==> src/rtl/arb_pkg.sv <==
// Shared types and helpers for the 4-way mux arbiter.
// Holds the FSM state type and the round-robin search.
package arb_pkg;

  localparam int NUM_REQ = 4;

  typedef enum logic {
    IDLE = 1'b0,
    OWN  = 1'b1
  } state_t;

  // Search from last+1 around to last; returns {found, idx}.
  function automatic logic [2:0] rr_pick(
    input logic [NUM_REQ-1:0] req,
    input logic [1:0]         last
  );
    logic       found;
    logic [1:0] idx;
    logic [1:0] j;
    found = 1'b0;
    idx   = last;
    for (int i = 1; i <= NUM_REQ; i++) begin
      j = last + 2'(i);
      if (!found && req[j]) begin
        found = 1'b1;
        idx   = j;
      end
    end
    return {found, idx};
  endfunction

endpackage

==> src/rtl/mux4_n.sv <==
// WIDTH-bit 4:1 multiplexer built from per-bit slices.
// Feeds the arbiter's shared output port.
module mux4_n #(
  parameter int WIDTH = 64
) (
  output logic [WIDTH-1:0] out,
  input  logic [WIDTH-1:0] in0,
  input  logic [WIDTH-1:0] in1,
  input  logic [WIDTH-1:0] in2,
  input  logic [WIDTH-1:0] in3,
  input  logic [1:0]       sel
);

  for (genvar b = 0; b < WIDTH; b++) begin : g_bit
    // One 4:1 slice per data bit.
    always_comb begin
      unique case (sel)
        2'd0:    out[b] = in0[b];
        2'd1:    out[b] = in1[b];
        2'd2:    out[b] = in2[b];
        default: out[b] = in3[b];
      endcase
    end
  end

endmodule

==> src/rtl/mux_arbiter4.sv <==
// Round-robin arbiter fronting a shared 4:1 mux port.
// Bounds each tenure to MAX_BURST accepted transfers.
module mux_arbiter4
  import arb_pkg::*;
#(
  parameter int WIDTH     = 64,
  parameter int MAX_BURST = 4
) (
  input  logic                            clk,
  input  logic                            reset,
  input  logic [NUM_REQ-1:0]              req,
  input  logic [NUM_REQ-1:0][WIDTH-1:0]   din,
  input  logic                            out_ready,
  output logic [NUM_REQ-1:0]              grant,
  output logic [1:0]                      sel,
  output logic                            out_valid,
  output logic [WIDTH-1:0]                dout,
  output logic [NUM_REQ-1:0]              ack
);

  localparam int CW = $clog2(MAX_BURST + 1);
  localparam logic [CW-1:0] LAST_CNT = CW'(MAX_BURST - 1);

  state_t        r_state;
  logic [1:0]    r_sel;
  logic [1:0]    r_last;
  logic [CW-1:0] r_cnt;

  state_t        w_state_nxt;
  logic [1:0]    w_sel_nxt;
  logic [1:0]    w_last_nxt;
  logic [CW-1:0] w_cnt_nxt;

  logic [2:0]    w_pick;
  logic          w_found;
  logic [1:0]    w_idx;
  logic          w_own_req;
  logic          w_xfer;
  logic          w_release;

  assign w_pick    = rr_pick(req, r_last);
  assign w_found   = w_pick[2];
  assign w_idx     = w_pick[1:0];
  assign w_own_req = req[r_sel];
  assign w_xfer    = (r_state == OWN) && w_own_req && out_ready;
  assign w_release = !w_own_req ||
                     (w_xfer && (r_cnt == LAST_CNT));

  // State register: async reset drops any tenure at once.
  always_ff @(posedge clk or posedge reset) begin
    if (reset) begin
      r_state <= IDLE;
      r_sel   <= 2'd0;
      r_last  <= 2'd3;
      r_cnt   <= '0;
    end else begin
      r_state <= w_state_nxt;
      r_sel   <= w_sel_nxt;
      r_last  <= w_last_nxt;
      r_cnt   <= w_cnt_nxt;
    end
  end

  // Next state: grant, re-pick on release, count transfers.
  always_comb begin
    w_state_nxt = r_state;
    w_sel_nxt   = r_sel;
    w_last_nxt  = r_last;
    w_cnt_nxt   = r_cnt;
    unique case (r_state)
      IDLE: begin
        if (w_found) begin
          w_state_nxt = OWN;
          w_sel_nxt   = w_idx;
          w_last_nxt  = w_idx;
          w_cnt_nxt   = '0;
        end
      end
      OWN: begin
        if (w_release) begin
          if (w_found) begin
            w_sel_nxt  = w_idx;
            w_last_nxt = w_idx;
            w_cnt_nxt  = '0;
          end else begin
            w_state_nxt = IDLE;
          end
        end else if (w_xfer) begin
          w_cnt_nxt = r_cnt + CW'(1);
        end
      end
      default: w_state_nxt = IDLE;
    endcase
  end

  // Outputs: one-hot grant, valid and ack follow the owner.
  always_comb begin
    grant     = '0;
    out_valid = 1'b0;
    ack       = '0;
    if (r_state == OWN) begin
      grant[r_sel] = 1'b1;
      out_valid    = w_own_req;
      ack[r_sel]   = w_xfer;
    end
  end

  assign sel = r_sel;

  mux4_n #(
    .WIDTH(WIDTH)
  ) u_mux (
    .out(dout),
    .in0(din[0]),
    .in1(din[1]),
    .in2(din[2]),
    .in3(din[3]),
    .sel(r_sel)
  );

endmodule

==> config.mk <==
export PLATFORM = sky130hd
export DESIGN_NAME = mux_arbiter4
export DESIGN_NICKNAME = d
export VERILOG_FILES = /design/src/rtl/arb_pkg.sv /design/src/rtl/mux4_n.sv /design/src/rtl/mux_arbiter4.sv
export SDC_FILE = /design/constraint.sdc
export NUM_CORES = 1
export LEC_CHECK = 0
export BUFFER_PORTS_ARGS = -buffer_cell sky130_fd_sc_hd__buf_2
export CAP_MARGIN = 5
export CELL_PAD_IN_SITES_DETAIL_PLACEMENT = 1
export CELL_PAD_IN_SITES_GLOBAL_PLACEMENT = 2
export CORE_AREA = 5 5 129 131
export CTS_BUF_LIST = sky130_fd_sc_hd__clkbuf_4
export DETAILED_ROUTE_END_ITERATION = 10
export DIE_AREA = 0 0 134 136
export GPL_TIMING_DRIVEN = 1
export PLACE_DENSITY = 0.8
export SETUP_SLACK_MARGIN = 0.5
export SLEW_MARGIN = 10
export SYNTH_ARGS = -nofsm -noshare
export SYNTH_HDL_FRONTEND = slang
export SYNTH_SLANG_ARGS = --single-unit
==> constraint.sdc <==
create_clock -name clk -period 2.6 [get_ports clk]
set_clock_uncertainty 0.05 [all_clocks]
set_input_delay 0.26 -clock clk [delete_from_list [all_inputs] [get_ports clk]]
set_output_delay 0.26 -clock clk [all_outputs]
set_load 0.1 [all_outputs]
Word level (Yosys, flattened, before mapping). Index checks and enable logic that the tools add are counted.

Register bits after elaboration: 8. Logic and storage cells: 134. Output and inout bits: 75. Input port bits: 263.

Bitwise operators: 2. Reductions and logical operators: 13. Add/sub/neg operators: 4. Multiplexer cells: 100. Equality and inequality tests: 5. $lt $le $gt $ge: 6.

Operator list (count): $pmux W1 S3 (64); $mux W2 (8); $lt A2 B3 Y1 const B (5); $mux W1 (13); $bmux W1 S2 (5); $mux W3 (3); $mux W4 (2); $pmux W2 S2 (2); $logic_and A1 B1 Y1 (7); $pmux W3 S2 (1); $add A2 B2 Y2 const B (2); $and A4 B4 Y4 (1); $logic_not A1 Y1 (4); $add A3 B1 Y3 const B (1); $eq A3 B2 Y1 const B (1); $ne A3 B1 Y1 const B (1); $add A2 B1 Y2 const B (1); $demux W1 S2 (1); $eq A2 B1 Y1 const B (1); $eq A2 B2 Y1 const B (1); $ge A2 B1 Y1 const B (1); $logic_not A2 Y1 (1); $ne A2 B1 Y1 const B (1); $pmux W1 S2 (1); other kinds (2) (2).

Depth between registers and ports, before layout. Gate-level depths: netlist (run 1).

Word-level depth: 16. Depth in mapped cells: 5. Depth with buffers taken out: 5.

Cells and area by module. Synthesis (run 1) repeated with hierarchy kept, for this count alone.

Cell total of the unflattened synthesis: 138. Area total of the unflattened synthesis: 2159.6 um^2.

By module, submodules not included: mux4_n (times used 1, cells an instance 78, area an instance 1622.8 um^2); mux_arbiter4 (times used 1, cells an instance 60, area an instance 536.8 um^2).

Worst setup path after synthesis (run 1). No wires, ideal clock.

Kind: flip-flop to output port. Start point: register r_sel[1] (netlist: sel[1]). End point: output ack[0]. Required time: 2.290 ns. Arrival time: 4.207 ns. Stages on the path, launching flop included: 4. Slack: -1.917 ns. Buffers on the path: 2. Cells stage by stage: dfrtp_1 > buf_4 > clkbuf_1 > nor4_1.

Longest elaborated chain between the ends: 6. Elaborated cells on any way between the ends: 11.

RTL lines: from (decl) (line mux_arbiter4.sv:25) `logic [1:0] r_sel;`; from (signal assigned) (line mux_arbiter4.sv:58) `r_sel <= w_sel_nxt;`; $lt A2 B3 Y1 (implied by the code), or another cell as far along (line mux_arbiter4.sv:104) `ack[r_sel] = w_xfer;`; $logic_and A1 B1 Y1 (implied by the code) / $mux W1 (equally long branches) (line mux_arbiter4.sv:104, mux_arbiter4.sv:44); $mux W1 (implied by the code) / $logic_and A1 B1 Y1 (equally long branches) (line mux_arbiter4.sv:104, mux_arbiter4.sv:45); $demux W1 S2 / $logic_and A1 B1 Y1 (equally long branches) (line mux_arbiter4.sv:104, mux_arbiter4.sv:45); $and A4 B4 Y4 (no source line) (*); $mux W4 (*) (line mux_arbiter4.sv:101) `if (r_state == OWN) begin`; to (decl) (line mux_arbiter4.sv:18) `output logic [NUM_REQ-1:0] ack`.

Every way passes the cells marked *; elsewhere a longest branch is shown, timed or not. The select of a mux whose other input is x is not followed.

Worst setup path after layout (run 1).
Start point: register r_sel[0] (netlist: sel[0]). End point: output dout[46].

Longest elaborated chain between the ends: 2. Elaborated cells on any way between the ends: 4.

RTL lines: $eq A2 B2 Y1, or another cell as far along (line mux4_n.sv:17) `unique case (sel)`; $pmux W1 S3 (*) (line mux4_n.sv:17); to (decl) (line mux_arbiter4.sv:17) `output logic [WIDTH-1:0] dout,`.

Every way passes the cells marked *; elsewhere a longest branch is shown, timed or not.

==> results_dict.tcl, run 1 <==
set metrics [dict create \
    status "finished, final reports clean" \
    layout_common_cells "266 x buf_2, 64 x mux4_2, 60 x buf_6, 17 x buf_4, 9 x buf_12" \
    fin_crit_ns 2.10 \
    grt_max_degree 38 \
    rrSetupSlack_ns 0.63 \
    end_kind "output pin" \
    antenna_left 0 \
    crit_chain "buf_4 > buf_16 > mux4_2 > buf_6" \
    first_pass_iters 4 \
    start_kind "flip-flop" \
    via_per_inst 4.43 \
    final_common_cell "buf_2" \
    postPlaceCellArea_sq_um 4220 \
    crit_fanout 8 \
    coreArea_sq_um 15500 \
    crit_family "buffers and inverters" \
    path_buf_inv 3 \
    relSlewSlack_pct 67.7 \
    drive_gt1_share_pct 92.4 \
    ys_seq_area_share_pct 9.48 \
    dpl.hpwl_mm 13.1 \
    die_w_microns 134 \
    cts_tree "done" \
    setup_tns_ns 0 \
    cp_slowest_cell "mux4_2" \
    worstPathRequired_ns 2.29 \
    hold_path_end "r_state" \
    clock_latency_ns 0.26 \
    fin_nets 755 \
    cts.clk_slew.worst_paths_ns 0.06 \
    grt_use_total_pct 14.8 \
    cts-root-buf "clkbuf_4" \
    areaGrowthSynthToFinish_pct 130 \
    drt_iter0_drc 84 \
    timing.rr.start "sel[0]" \
    setup_violations 0 \
    gp_congestion 0.884 \
    yosys_warnings 0 \
    drc 0 \
    ff2ff_path_depth 8 \
    worst_slack_ns 0.505 \
    hold_depth 3 \
    min_path_type "input port to flip-flop" \
    port_buffers 337 \
    tightestPinTransition_ns 0.487 \
    cts_max_path_buffers 2 \
    cts_buffers 3 \
    fmax_ghz 0.477 \
    overflow 0 \
    netlist_area_sq_um 2140 \
    r2r_end "r_last[1]" \
    slew_violations 0 \
    initial_core_util_pct 13.8 \
    htreeDepth 1 \
    hold_viol 0 \
    dieArea_sq_um 18200 \
    holdCritStartpoint "req[1]" \
    dpl_worst_slack_ns 0.650 \
    ys_ff_latch 8 \
    totalWireLength_mm 16.0 \
    cap_violations 0 \
    fp-row-count 46 \
    postSynthCellCount 141 \
    syn_avg_cell_area_sq_um 15.2 \
    arrival_ns 1.79 \
    worstSetupPathType "flip-flop to output pin" \
    dr_total_vias 3022 \
    cts.sinks 8 \
    io_pins 338 \
    syn_nets 406 \
    grt_pass1_vias 3365 \
    fin_area_sq_um 4910 \
    antenna_found_initial 3 \
    synth.distinct_cells 33 \
    grt_pass1_wl_mm 21.0 \
    worst_path_largest_cell_delay_ns 0.55 \
    fp.dieH_microns 136 \
    post_drt_wl_per_cell_microns 23.4 \
    grt_setup_unrepaired "yes" \
    finalCritPeriodShare_pct 80.6 \
]
==> cell type report <==
type | instances | area, sq um
fillers | 1808 | 10600
multi-input cells | 109 | 1870
well taps | 192 | 240
diodes | 1 | 2.50
flip-flops and latches | 8 | 210
inverters | 7 | 26.3
clock buffers | 4 | 30.0
repair buffers | 361 | 2530
==> worst register-to-register path, cell delays in order, from the launching register on <==
cell and delay, ns:
dfrtp_4 0.47, buf_4 0.17, buf_6 0.16, and2_4 0.17, o2bb2ai_4 0.16, buf_4 0.17
buf_4 0.12, a221oi_2 0.31, a21o_1 0.13
==> synthesized netlist by cell type <==
| library cell | number | area (sq um) |
|---|---|---|
| mux4_2 | 64 | 1440 |
| dfrtp_1 | 6 | 150 |
| inv_1 | 6 | 22.5 |
| buf_1 | 5 | 18.8 |
| nor2_1 | 5 | 18.8 |
| a21oi_1 | 4 | 20.0 |
| buf_6 | 4 | 45.0 |
| mux2i_1 | 4 | 40.0 |
| nand2_1 | 4 | 15.0 |
| a21o_1 | 3 | 22.5 |
| buf_2 | 3 | 15.0 |
| clkbuf_1 | 3 | 11.3 |
| nand2b_1 | 3 | 18.8 |
| nor3_1 | 3 | 15.0 |
| and3_1 | 2 | 12.5 |
| buf_4 | 2 | 15.0 |
| dfstp_2 | 2 | 52.6 |
| ha_1 | 2 | 25.0 |
| mux2_2 | 2 | 22.5 |
| a21oi_2 | 1 | 8.76 |
| a221oi_2 | 1 | 15.0 |
| a22o_2 | 1 | 10.0 |
| a31oi_1 | 1 | 6.26 |
| and2_1 | 1 | 6.26 |
| inv_2 | 1 | 3.75 |
| mux2i_4 | 1 | 22.5 |
| nand3b_1 | 1 | 7.51 |
| nor2b_1 | 1 | 6.26 |
| nor3b_1 | 1 | 7.51 |
| nor4_1 | 1 | 6.26 |
| nor4_4 | 1 | 21.3 |
| o22ai_1 | 1 | 6.26 |
| o2bb2ai_4 | 1 | 27.5 |
==> cells by family (layout without fill, tap and decap cells) <==
| group | count (synthesis) | after routing | synth area share, % |
|---|---|---|---|
| compound gates | 13 | 13 | 5.45 |
| mux | 71 | 71 | 71.4 |
| simple gates | 23 | 23 | 6.32 |
| other cells | 0 | 1 | 0 |
| buf+inv | 24 | 372 | 6.15 |
| flops | 8 | 8 | 9.48 |
| fa+ha+maj | 2 | 2 | 1.17 |
==> worst max-delay path by stage <==
stage	from	to	slack, ns	depth (start not counted)
finish	sel[0]	dout[46]	0.50	4
global route	sel[0]	dout[57]	0.43	4
CTS	sel[0]	dout[57]	0.45	3
detailed placement	sel[0]	ack[0]	0.65	4
global placement	sel[0]	ack[0]	0.65	4
floorplan	sel[1]	ack[0]	0.22	3
==> per-layer routing <==
layer | GRT usage, % | routed length, microns | vias up
li1 | - | - | 1333
met4 | 2.46 | 206 | 4
met3 | 4.15 | 1180 | 16
met2 | 27.5 | 8560 | 168
met1 | 17.3 | 6020 | 1501
met5 | 0 | 27 | -
==> state kept, by name, indices dropped and copies added (netlist names) <==
| name | cells |
|---|---|
| r_cnt | 3 |
| r_last | 2 |
| r_state | 1 |
| sel | 2 |
==> timing repair <==
| action | CTS | global route |
|---|---|---|
| buffers inserted | 2 | 9 |
| gates cloned | 1 | 7 |
| pin swaps | 0 | 2 |
| hold buffers | 1 | 0 |
| gates resized for setup | 65 | 60 |
| endpoints found under the hold margin | 6 | 0 |
| endpoints found under the setup margin | 65 | 65 |
==> through the flow <==
stage                     std cells  hold WS [ns]  utilization, %
after floorplan                 141        0.0243               -
after global placement          657         0.175            27.3
after detailed placement        657         0.179            27.3
after CTS                       665         0.278            28.9
after global routing            682         0.285            31.7
final                           682         0.286            31.7
Power of run 1 is left out: the tool's default activity adds up to more than one toggle a clock period on the data nets, which glitch-free logic cannot reach.
==> run 2, diff against run 1 <==
--- a/config.mk
+++ b/config.mk
@@ -5,16 +5,17 @@
 export SDC_FILE = /design/constraint.sdc
 export NUM_CORES = 1
 export LEC_CHECK = 0
+export ABC_AREA = 1
 export BUFFER_PORTS_ARGS = -buffer_cell sky130_fd_sc_hd__buf_2
 export CAP_MARGIN = 5
 export CELL_PAD_IN_SITES_DETAIL_PLACEMENT = 1
 export CELL_PAD_IN_SITES_GLOBAL_PLACEMENT = 2
-export CORE_AREA = 5 5 129 131
+export CORE_MARGIN = 5
+export CORE_UTILIZATION = 10
 export CTS_BUF_LIST = sky130_fd_sc_hd__clkbuf_4
 export DETAILED_ROUTE_END_ITERATION = 10
-export DIE_AREA = 0 0 134 136
 export GPL_TIMING_DRIVEN = 1
-export PLACE_DENSITY = 0.8
+export PLACE_DENSITY = 0.75
 export SETUP_SLACK_MARGIN = 0.5
 export SLEW_MARGIN = 10
 export SYNTH_ARGS = -nofsm -noshare
==> constraint.sdc (replaced) <==
create_clock -name clk -period 1.9 [get_ports clk]
set_clock_uncertainty 0.05 [all_clocks]
set_input_delay 0.19 -clock clk [delete_from_list [all_inputs] [get_ports clk]]
set_output_delay 0.19 -clock clk [all_outputs]
set_load 0.1 [all_outputs]
==> run 2 against run 1 <==
The run now ends with negative setup slack left. Critical endpoint is now dout[63]. Design area rose by 41%. Largest cell class unchanged. Final cell count rose by 66%. Setup slack got worse by 0.70 ns. Clock-buffer cell count did not move.
==> results_dict.tcl, run 2 <==
set metrics [dict create \
    status "finished with violations" \
    violations "negative setup slack" \
    fmax_ghz 0.478 \
    arrival_ns 1.85 \
    setup_violations 71 \
    clock_latency_ns 0.26 \
    areaGrowthSynthToFinish_pct 204 \
    first_pass_iters 4 \
    post_drt_wl_per_cell_microns 18.9 \
    synth_edf_count 0 \
    ys_ff_latch 8 \
    largest_register "r_cnt" \
    stdcell_count 1129 \
    dp_cells 1079 \
    syn_avg_cell_area_sq_um 4.82 \
    grt_pass1_vias 4880 \
    worst_path_largest_cell_delay_ns 0.49 \
    slew_violations 0 \
    grt_max_degree 65 \
    via_per_inst 4.12 \
    synthTopCellsByArea "nand2_1 49%, nand4_1 18%, dfrtp_1 6.6%" \
    multi_input_area_sq_um 2380 \
    worstPathRequired_ns 1.66 \
    overflow 0 \
    htreeDepth 1 \
    largest_reg_flops 3 \
    yosys_warnings 0 \
    grt_pass1_wl_mm 29.7 \
    drt_iter0_drc 213 \
    yosys.cell_count.top_type "nand2_1" \
    io_pins 338 \
    coreArea_sq_um 22600 \
    synth_top_cell_area_share_pct 49.2 \
    synthFlopType "dfrtp_1" \
    synthTopCellsByCount "299 x nand2_1, 67 x nand4_1, 20 x inv_1" \
    port_buffers 337 \
    finalCritPeriodShare_pct 110 \
    hold_viol 0 \
    drive_gt1_share_pct 63.4 \
    dpl.hpwl_mm 14.5 \
    crit_fanout 8 \
    fp.dieH_microns 161 \
    min_path_type "input port to flip-flop" \
    cp_slowest_cell "dfrtp_4" \
    utilization_pct 30.7 \
    layout_common_cells "263 x buf_2, 212 x nand2_1, 84 x buf_12, 67 x nand4_1, 62 x nand2_2" \
    start_kind "flip-flop" \
    cts.sinks 8 \
    worst_slack_ns -0.190 \
    final_common_cell "buf_2" \
    netlist_area_sq_um 2280 \
    cts_tree "done" \
    path_common_cell "buf_12" \
    ys_seq_area_share_pct 8.89 \
    drc 0 \
    fp-row-count 55 \
    relSlewSlack_pct 70.4 \
    cap_violations 0 \
    cts.clk_slew.worst_paths_ns 0.06 \
    yosys.area.top_type "nand2_1" \
    end_kind "output pin" \
    synthArstFlopShare_pct 100 \
    syn_nets 738 \
    seqCellArea_sq_um 210 \
    fin_crit_ns 2.09 \
    synth.distinct_cells 21 \
    dieArea_sq_um 25900 \
    dr_total_vias 4650 \
    final.fill_count 2782 \
    gp_congestion 0.830 \
    totalWireLength_mm 21.3 \
    crit_chain "buf_8 > nor2_4 > buf_12 > buf_12 > buf_16 > nand2_2 > nand4_1 > buf_12" \
    worstSetupPathType "flip-flop to output pin" \
    antenna_left 0 \
    cts_max_path_buffers 2 \
    postSynthCellCount 473 \
    fin_nets 1110 \
    grt_use_total_pct 14.5 \
    tightestPinTransition_ns 0.444 \
    antenna_found_initial 3 \
    antenna_cells 0 \
    cts_buffers 3 \
    grt_setup_unrepaired "yes" \
    initial_core_util_pct 10.1 \
    die_w_microns 161 \
    cts-root-buf "clkbuf_4" \
]
[run 2: timing repair]
item                                   CTS  global route
pin swaps                               28            55
hold buffers                             1             0
gates resized for setup                 72           112
setup buffers                           21             5
gates cloned                            11             8
endpoints found under the hold margin    6             0
setup endpoints to repair               83            81
[run 2: layout make-up]
type	count	area share, %
Timing Repair Buffer	394	54.9
Multi-Input combinational cell	412	34.3
Clock buffer	4	0.434
Tap cell	285	5.15
Sequential cell	8	3.03
Inverter	26	2.22
[run 2: logic make-up after synthesis]
family                     Yosys count  share of synthesized area [%]
buffers and inverters               53                           9.93
and+or+nand+nor                    409                           79.9
AOI/OAI and AO/OA                    1                          0.219
DFF                                  8                           8.89
adders and majority gates            2                           1.10
[run 2: worst paths after layout]
path	startpoint	endpoint	slack, ns	cells after the start
max in group asynchronous	reset	r_last[0]	1.12	3
setup / recovery	sel[1]	dout[63]	-0.19	8
setup reg to reg	sel[0]	sel[1]	0.09	12
hold reg to reg	r_cnt[2]	r_cnt[2]	0.50	4
hold / removal	out_ready	r_cnt[0]	0.35	6
min in group asynchronous	reset	r_cnt[2]	0.38	3
[run 2: metal layers]
| metal | wire length (microns) | global-route usage (%) | share of wire (%) |
|---|---|---|---|
| met1 | 8860 | 17.8 | 42 |
| met2 | 10900 | 26.8 | 51 |
| met3 | 1270 | 2.96 | 5.9 |
| met4 | 220 | 1.63 | 1.0 |
| met5 | 41 | 0 | 0.19 |
[run 2: stage by stage]
stage / hold WS [ns] / TNS [ns] / area, sq um / setup WS, ns
6_report: 0.347 / -10.16 / 6930 / -0.190
5_1_grt: 0.378 / -15.29 / 6930 / -0.272
4_1_cts: 0.337 / -10.08 / 6300 / -0.184
3_5_place_dp: 0.127 / 0 / 5540 / 0.0164
3_3_place_gp: 0.118 / 0 / 5540 / 0.0652
2_1_floorplan: -0.0457 / -22.57 / 2510 / -0.354
[run 2: worst max-delay path, delay by kind of cell, from the launching register on]
family                 cells  cell delay (ns)
buffers and inverters      5             0.77
flip-flops                 1             0.49
AND/OR/NAND/NOR            3             0.31
Power of run 2 is left out for the same reason.
==> run 3, diff against run 2 <==
--- a/config.mk
+++ b/config.mk
@@ -5,17 +5,16 @@
 export SDC_FILE = /design/constraint.sdc
 export NUM_CORES = 1
 export LEC_CHECK = 0
-export ABC_AREA = 1
 export BUFFER_PORTS_ARGS = -buffer_cell sky130_fd_sc_hd__buf_2
 export CAP_MARGIN = 5
 export CELL_PAD_IN_SITES_DETAIL_PLACEMENT = 1
 export CELL_PAD_IN_SITES_GLOBAL_PLACEMENT = 2
 export CORE_MARGIN = 5
-export CORE_UTILIZATION = 10
-export CTS_BUF_LIST = sky130_fd_sc_hd__clkbuf_4
+export CORE_UTILIZATION = 14
+export CTS_BUF_LIST = sky130_fd_sc_hd__clkbuf_16
 export DETAILED_ROUTE_END_ITERATION = 10
 export GPL_TIMING_DRIVEN = 1
-export PLACE_DENSITY = 0.75
+export PLACE_DENSITY = 0.79
 export SETUP_SLACK_MARGIN = 0.5
 export SLEW_MARGIN = 10
 export SYNTH_ARGS = -nofsm -noshare
==> constraint.sdc (replaced) <==
create_clock -name clk -period 2.35 [get_ports clk]
set_clock_uncertainty 0.05 [all_clocks]
set_input_delay 0.235 -clock clk [delete_from_list [all_inputs] [get_ports clk]]
set_output_delay 0.235 -clock clk [all_outputs]
set_load 0.1 [all_outputs]
==> run 3 against run 2 <==
The run now ends clean. Critical path type unchanged. Worst hold slack lost 0.053 ns. Non-clock buffer count down 30. Critical path depth is 4 lower. Global-route usage up 2.1 points. Final cell count shrank 40%. Utilization increased by 3.5 points. Via count shrank 32%. Register-to-register slack improved by 0.38 ns. Sequential share of layout area grew 1.0 points. Die area decreased by 31%. Routed wire length is 20% lower.
==> results_dict.tcl, run 3 (synthesis gave the netlist of run 1 again) <==
set metrics [dict create \
    drt_iter0_drc 87 \
    htreeDepth 1 \
    final_common_cell "buf_2" \
    grt_pass1_wl_mm 22.9 \
    grt_pass1_vias 3643 \
    arrival_ns 1.75 \
    hold_viol 0 \
    relSlewSlack_pct 65.5 \
    fin_crit_ns 2.03 \
    grt_use_total_pct 16.5 \
    gp_congestion 0.995 \
    tightestPinTransition_ns 0.514 \
    via_per_inst 4.66 \
    coreArea_sq_um 15100 \
    drc 0 \
    io_pins 338 \
    worstPathRequired_ns 2.07 \
    antenna_found_initial 6 \
    first_pass_iters 4 \
    setup_violations 0 \
    final.fill_count 1729 \
    largest_reg_flops 3 \
    start_kind "flip-flop" \
    fp-row-count 45 \
    clock_latency_ns 0.23 \
    port_buffers 337 \
    post_drt_wl_per_cell_microns 25.0 \
    cts-root-buf "clkbuf_16" \
    grt_setup_unrepaired "yes" \
    cts_buffers 3 \
    cts.clk_slew.worst_paths_ns 0.04 \
    die_w_microns 134 \
    seqCellArea_sq_um 210 \
    fin_nets 758 \
    end_kind "output pin" \
    antenna_left 0 \
    overflow 0 \
    crit_fanout 8 \
    status "finished, final reports clean" \
    cap_violations 0 \
    initial_core_util_pct 14.2 \
    min_path_type "input port to flip-flop" \
    slew_violations 0 \
    cts.sinks 8 \
    timing.hold.ws_ns 0.294 \
    grt_max_degree 37 \
    dieArea_sq_um 17800 \
    finalCritPeriodShare_pct 86.6 \
    fmax_ghz 0.492 \
    largest_register "r_cnt" \
    layout_common_cells "263 x buf_2, 67 x buf_6, 64 x mux4_2, 13 x buf_12" \
    dr_total_vias 3183 \
    dpl.hpwl_mm 13.6 \
    areaGrowthSynthToFinish_pct 141 \
    drive_gt1_share_pct 92.7 \
    cts_max_path_buffers 2 \
    totalWireLength_mm 17.1 \
    cts_tree "done" \
    fp.dieH_microns 134 \
    worstSetupPathType "flip-flop to output pin" \
    multi_input_area_sq_um 1900 \
]
==> run 3: changes by cell type in the layout (fill, tap and decap cells not counted), sizes merged, moves of 15 or more <==
cell / delta
buf: -29
inv: -15
mux4: +64
nand2: -313
nand4: -67
==> run 3: path summary, 6_finish.rpt <==
check                              start        end  slack [ns]  depth (start not counted)
worst max register to register    sel[0]   r_cnt[0]        0.47                          8
min in group asynchronous          reset     sel[0]        0.45                          3
worst max-delay path              sel[0]   dout[56]        0.32                          4
worst min-delay path              req[3]    r_state        0.29                          3
max in group asynchronous          reset  r_last[1]        1.50                          3
worst min register to register  r_cnt[0]   r_cnt[0]        0.47                          1
==> run 3: through the flow <==
step	worst slack (ns)	setup TNS (ns)	util [%]	cell area (sq um)	std cells
floorplan	-0.00615	-0.00615	-	2250	141
global placement	0.320	0	28.1	4240	653
detailed placement	0.307	0	28.1	4240	653
CTS	0.248	0	30.8	4650	667
global route	0.266	0	34.2	5160	683
finish	0.316	0	34.2	5160	683
==> run 3: layer usage <==
metal | vias up | GRT usage, % | share of wire [%]
met4 | 4 | 4.17 | 1.9
met1 | 1614 | 18.9 | 37
li1 | 1350 | - | -
met2 | 190 | 30.6 | 54
met5 | - | 0 | 0.16
met3 | 25 | 4.31 | 7.4
==> run 3: cell type report <==
cell class              instances  area share [%]
clock inverters                 1          0.0728
flip-flops and latches          8            4.08
well taps                     188            4.56
clock buffers                   3            1.46
diodes                          3           0.146
repair buffers                364            52.3
multi-input cells             109            36.9
inverters                       7           0.510
==> run 3: worst max-delay path, cell delays in order, from the launching register on <==
cell     delay [ns]
dfrtp_4        0.44
buf_12         0.16
buf_16         0.15
mux4_2         0.55
buf_8          0.20
==> run 3: what timing repair did <==
item                                    in CTS  in global routing
gates resized for setup                     75                 80
endpoints found under the setup margin      69                 74
pin swaps                                    1                  7
hold buffers                                 1                  0
gates cloned                                 2                  6
hold endpoints to repair                     6                  0
setup buffers                                7                  7
Power of run 3 is left out for the same reason.
